$ cat src/rtl/uart_pkg.sv
// Shared UART definitions: state encoding and framing constants used by uart_tx
// (and by uart_rx once it migrates here).
package uart_pkg;

  localparam int unsigned OVERSAMPLE    = 16;
  localparam int unsigned UART_MAX_DBIT = 8;
  localparam int unsigned STATE_W       = 3;

  typedef logic [STATE_W-1:0] uart_state_t;

  localparam uart_state_t IDLE   = 3'd0;
  localparam uart_state_t START  = 3'd1;
  localparam uart_state_t DATA   = 3'd2;
  localparam uart_state_t PARITY = 3'd3;
  localparam uart_state_t STOP   = 3'd4;

  // Tick counter must reach SB_TICK-1 in the stop period (up to 31 for two stop bits).
  function automatic int unsigned tick_cnt_w(input int unsigned sb_tick);
    return (sb_tick > OVERSAMPLE) ? 5 : 4;
  endfunction

endpackage

$ cat src/rtl/uart_tx.sv
// UART transmitter: serialises one word per accepted tx_start as
// start / DBIT data bits LSB first / optional parity / stop, timed by s_tick.
module uart_tx
  import uart_pkg::*;
#(
  parameter int unsigned DBIT       = 8,
  parameter int unsigned SB_TICK    = 16,
  parameter bit          PARITY_EN  = 1'b0,
  parameter bit          PARITY_ODD = 1'b0
) (
  input  logic                     clk,
  input  logic                     reset,
  input  logic                     s_tick,
  input  logic                     tx_start,
  input  logic [UART_MAX_DBIT-1:0] din,
  output logic                     tx,
  output logic                     tx_busy,
  output logic                     tx_done_tick
);

  localparam int unsigned SW = tick_cnt_w(SB_TICK);
  localparam int unsigned NW = 3;

  localparam logic [SW-1:0] S_BIT_LAST  = SW'(OVERSAMPLE - 1);
  localparam logic [SW-1:0] S_STOP_LAST = SW'(SB_TICK - 1);
  localparam logic [NW-1:0] N_LAST      = NW'(DBIT - 1);

  uart_state_t     state_reg, state_next;
  logic [SW-1:0]   s_reg,     s_next;
  logic [NW-1:0]   n_reg,     n_next;
  logic [DBIT-1:0] b_reg,     b_next;
  logic            par_reg,   par_next;
  logic            tx_reg,    tx_next;

  // State and datapath registers; reset aborts any frame and forces the line high.
  always_ff @(posedge clk or negedge reset) begin
    if (!reset) begin
      state_reg <= IDLE;
      s_reg     <= '0;
      n_reg     <= '0;
      b_reg     <= '0;
      par_reg   <= 1'b0;
      tx_reg    <= 1'b1;
    end else begin
      state_reg <= state_next;
      s_reg     <= s_next;
      n_reg     <= n_next;
      b_reg     <= b_next;
      par_reg   <= par_next;
      tx_reg    <= tx_next;
    end
  end

  // Next-state and datapath logic; tx_next is the level for the upcoming bit.
  always_comb begin
    state_next = state_reg;
    s_next     = s_reg;
    n_next     = n_reg;
    b_next     = b_reg;
    par_next   = par_reg;
    tx_next    = tx_reg;

    case (state_reg)
      IDLE: begin
        tx_next = 1'b1;
        if (tx_start) begin
          state_next = START;
          s_next     = '0;
          b_next     = din[DBIT-1:0];
          par_next   = PARITY_ODD;
          tx_next    = 1'b0;
        end
      end

      START: begin
        if (s_tick) begin
          if (s_reg == S_BIT_LAST) begin
            state_next = DATA;
            s_next     = '0;
            n_next     = '0;
            tx_next    = b_reg[0];
          end else begin
            s_next = s_reg + SW'(1);
          end
        end
      end

      DATA: begin
        if (s_tick) begin
          if (s_reg == S_BIT_LAST) begin
            s_next   = '0;
            par_next = par_reg ^ b_reg[0];
            b_next   = b_reg >> 1;
            if (n_reg == N_LAST) begin
              if (PARITY_EN) begin
                state_next = PARITY;
                tx_next    = par_reg ^ b_reg[0];
              end else begin
                state_next = STOP;
                tx_next    = 1'b1;
              end
            end else begin
              n_next  = n_reg + NW'(1);
              tx_next = b_reg[1];
            end
          end else begin
            s_next = s_reg + SW'(1);
          end
        end
      end

      PARITY: begin
        if (s_tick) begin
          if (s_reg == S_BIT_LAST) begin
            state_next = STOP;
            s_next     = '0;
            tx_next    = 1'b1;
          end else begin
            s_next = s_reg + SW'(1);
          end
        end
      end

      STOP: begin
        tx_next = 1'b1;
        if (s_tick) begin
          if (s_reg == S_STOP_LAST) begin
            state_next = IDLE;
            s_next     = '0;
          end else begin
            s_next = s_reg + SW'(1);
          end
        end
      end

      default: begin
        state_next = IDLE;
        tx_next    = 1'b1;
      end
    endcase
  end

  // Status outputs decoded from registered state; done is Mealy on the final stop tick.
  always_comb begin
    tx_busy      = (state_reg != IDLE);
    tx_done_tick = (state_reg == STOP) && s_tick && (s_reg == S_STOP_LAST);
  end

  assign tx = tx_reg;

endmodule
$ cat config.mk
export PLATFORM = sky130hd
export DESIGN_NAME = uart_tx
export DESIGN_NICKNAME = d
export VERILOG_FILES = /design/src/rtl/uart_pkg.sv /design/src/rtl/uart_tx.sv
export SDC_FILE = /design/constraint.sdc
export NUM_CORES = 1
export LEC_CHECK = 0
export BUFFER_PORTS_ARGS = -buffer_cell sky130_fd_sc_hd__buf_2
export CORE_ASPECT_RATIO = 1.25
export CORE_UTILIZATION = 45
export DETAILED_ROUTE_END_ITERATION = 6
export PLACE_DENSITY = 0.62
export SYNTH_ARGS = -nofsm -noshare
export SYNTH_HDL_FRONTEND = slang
export SYNTH_SLANG_ARGS = --single-unit
$ cat constraint.sdc
create_clock -name clk -period 2.6 [get_ports clk]
set_input_delay 0.65 -clock clk [delete_from_list [all_inputs] [get_ports clk]]
set_output_delay 0.65 -clock clk [all_outputs]
set_load 0.05 [all_outputs]
==> summary.md <==
| Metric | Value |
|---|---|
| Outcome | complete, no violations |
| CTS tree | yes |
| Clk root buf | clkbuf_4 |
| CP cell instances | ha_1 > nand4_4 > nor2_1 > buf_2 |
| H-tree Lvls | 1 |
| Largest area contributor in the netlist | dfrtp_1 |
| CTS Buf Count | 3 |
| Largest net degree at the start of global routing | 20 |
| Gr busiest metal | met2 |
| Chip Width | around 48 µm |
| Via Count | 930 |
| Clock buffer depth | 2 |
| Synth Area in Simple Gates | 0.225 |
| Max_slew headroom | 0.708 |
| Antenna violation net count after detailed routing | 0 |
| Clock slew at reported path FFs | 120 ps |
| Placed Instances | ~160 |
| Power Dens Cells | 828 mW/mm² |
| Syn nets | 128 |
| GPL Wtd Cong | 0.781 |
| Rows | 20 |
| Leakage | 0.530 nW |
| Effective utilization at floorplan | 0.483 |
| Register area | ~480 µm² |
| Crit end category | output port |
| Share of Yosys cell area claimed by the top area cell type | 0.381 |
| Reg-to-Reg Start | n_reg[0]$_DFFE_PN0P_ |
| Maxcap violations | 0 |
| Final period util | 0.913 |
| Multi-input gate area | 643 µm² |
| Mean Syn Cell Area | around 10 µm² |
| R2R setup slack | slightly above 600 ps |
| Most common library cells after synthesis | 18 x dfrtp_1, 7 x inv_1, 7 x o221a_2 |
| Area growth from synthesis to layout | 10.5% |
| Vias in the first global route | around 900 |
| Number of synthesized register bits | 19 |
| Hold Violations, Final | 0 |
| EDFF count, synth | 0 |
| Initial antenna violation count | 0 |
| Wirelength, routed | 2410 µm |
| Boundary Pins | 15 |
| Post-CTS Setup Bufs | 0 |
| Setup Skew | 7.48 ps |
| Remaining Overflow, GRT | 0 |
| Initial DRC Count | 33 |
| Fraction of layout instances using a drive strength above 1 | 0.313 |
| Critical Path Max Stage Delay | 480 ps |
| Critical-path top delay cell | dfrtp_1 |
| Die Area | 0.00284 mm² |
| Critical Path RT | between 1500 and 2000 ps |
| Most numerous cell in the Yosys netlist | dfrtp_1 |
| Pins over their slew limit | 0 |
| Setup violators final | 0 |
| Worst-Margin Slew | between 400 and 500 ps |
| Seq/Total Area, Yosys | 0.403 |
| Post-DP HPWL | between 1500 and 2000 µm |
| Critical Path Start | s_reg[1]$_DFFE_PN0P_ |
| DRC Markers | 0 |
| Critical Path AT | 1720 ps |
| Compound-gate portion of the synthesized area | 0.239 |
| Max FO, Critical Path | 8 |
| Hold slack | approximately 270 ps |
| Max reg flops | 8 |
| Gr usage total | 0.204 |
| Post-Route Setup TNS | 0 ps |
| Core area | 0.00245 mm² |
| CTS resizes | 0 |
| Max Fclk | 421 MHz |
| Post-CTS Hold Fix Bufs | 0 |
| Synth Flop Type | dfrtp_1 |
| DR vias/cell | 5.78 |
| Maximum vdd drop | 0.000484 V |
| Cell Count, Final, Fillers Out | between 150 and 200 |
| Cell area after synthesis | 0.00118 mm² |
| Crit path launch type | register |
| Layout Nets | roughly 140 |
| Top cells by area, synth | dfrtp_1 38%, o221a_2 6.7%, or2b_1 3.8%, ha_1 3.2%, o21ai_0 2.5% |
| Mux cell area share after synthesis | 0.0391 |
| Final min period | about 2400 ps |
| Global-route wire length before repair | 4070 µm |
| Syn. warnings | 0 |
| Worst hold path type | in2async |
| Combinational family with the most area after synthesis | compound AO/OA/AOI/OAI gates |
| Grt met3 use | 0.0640 |
| Cells after Synth | between 100 and 150 |
| Fillers | ~260 |
| Drt first pass iters | 4 |
| RSZ-0062 raised after global routing | no |
| FF-to-FF path depth | 5 |
| Unique masters post-synth | 44 |
| R2R Path End | n_reg[0]$_DFFE_PN0P_ |
| GR Layer Usage met2 | 0.346 |
| Clock Sinks | 19 |
| Adder-cell share of the synthesized area | 0.0402 |
| Die height | 59.3 µm |
| Worst-Skew Late Latency | 300 ps |
| Setup CP Type | reg2out |
| Met1 Track Usage GR | 0.248 |
| CP top delay family | flip-flops |
| Post-synthesis xor/xnor area fraction | 0 |
| Worst Path Buf+Inv | 1 |
| Ant. Diodes | 0 |
| Asr flop ratio synth | 1.00 |
| IO Port Bufs | 14 |
| DR WL/cell | 14.9 µm |
==> through the flow <==
step | setup slack [ps] | power, W | instance area [µm²] | util
floorplan | 407 | 0.000841 | 1180 | -
global placement | 530 | 0.000917 | 1280 | 0.522
detailed placement | 510 | 0.000933 | 1280 | 0.522
CTS | 237 | 0.00109 | 1310 | 0.533
global route | 124 | 0.00117 | 1310 | 0.533
finish | 226 | 0.00108 | 1310 | 0.533
==> worst max-delay path by stage <==
| stage | end | cells past startpoint |
|---|---|---|
| final | tx_done_tick | 4 |
| after global routing | tx_done_tick | 4 |
| after CTS | tx_done_tick | 4 |
| after detailed placement | tx_done_tick | 4 |
| after global placement | tx_done_tick | 4 |
| after floorplan | tx_done_tick | 3 |
==> worst reg2reg max path: cells and delay by family, from the launching register on <==
family,cells,cell delay [ps]
AOI/OAI and AO/OA,1,320
adders and majority gates,2,400
DFF,1,420
muxes,1,330
and+or+nand+nor,1,420
==> cell usage in the layout (no fill, tap or decap), types with 2 or more instances in the layout <==
| cell type | count |
|---|---|
| o21ai_0 | 6 |
| nand3_1 | 4 |
| ha_1 | 3 |
| buf_4 | 3 |
| nor2b_1 | 2 |
| dfrtp_1 | 18 |
| inv_1 | 7 |
| o221a_2 | 7 |
| a21oi_1 | 5 |
| nor4b_1 | 2 |
| nand2_1 | 5 |
| a31o_2 | 2 |
| a31oi_1 | 2 |
| buf_2 | 14 |
| and4_1 | 2 |
| mux2i_1 | 2 |
| clkbuf_4 | 3 |
| or2b_1 | 6 |
| a211oi_2 | 2 |
| nor2_1 | 6 |
| nand2b_1 | 4 |
==> kinds of logic (layout without fill, tap and decap cells) <==
family	Yosys count	count (layout)
compound gates	32	32
fa+ha+maj	4	4
buf+inv	13	28
flops	19	19
mux	4	4
simple gates	41	41
==> cell type report <==
| cell class | count | share of cell area |
|---|---|---|
| inverter | 7 | 0.0201 |
| multi-input combinational | 81 | 0.492 |
| sequential | 19 | 0.365 |
| tap | 33 | 0.0316 |
| timing repair buffer | 17 | 0.0708 |
| clock inverter | 1 | 0.00383 |
| clock buffer | 3 | 0.0172 |
==> routing by layer <==
| metal | routed length (µm) | up-vias |
|---|---|---|
| met3 | 109 | 2 |
| met2 | 1220 | 22 |
| li1 | - | 454 |
| met5 | 0 | - |
| met1 | 1060 | 452 |
| met4 | 19 | 0 |
==> power breakdown <==
part           internal (W)  total, W  switching [W]
Combinational      0.000197  0.000390       0.000193
Sequential         0.000411  0.000538       0.000127
Clock             0.0000573  0.000155      0.0000973
Total              0.000665   0.00108       0.000417
No activity file was read; power rests on OpenSTA's default activity.
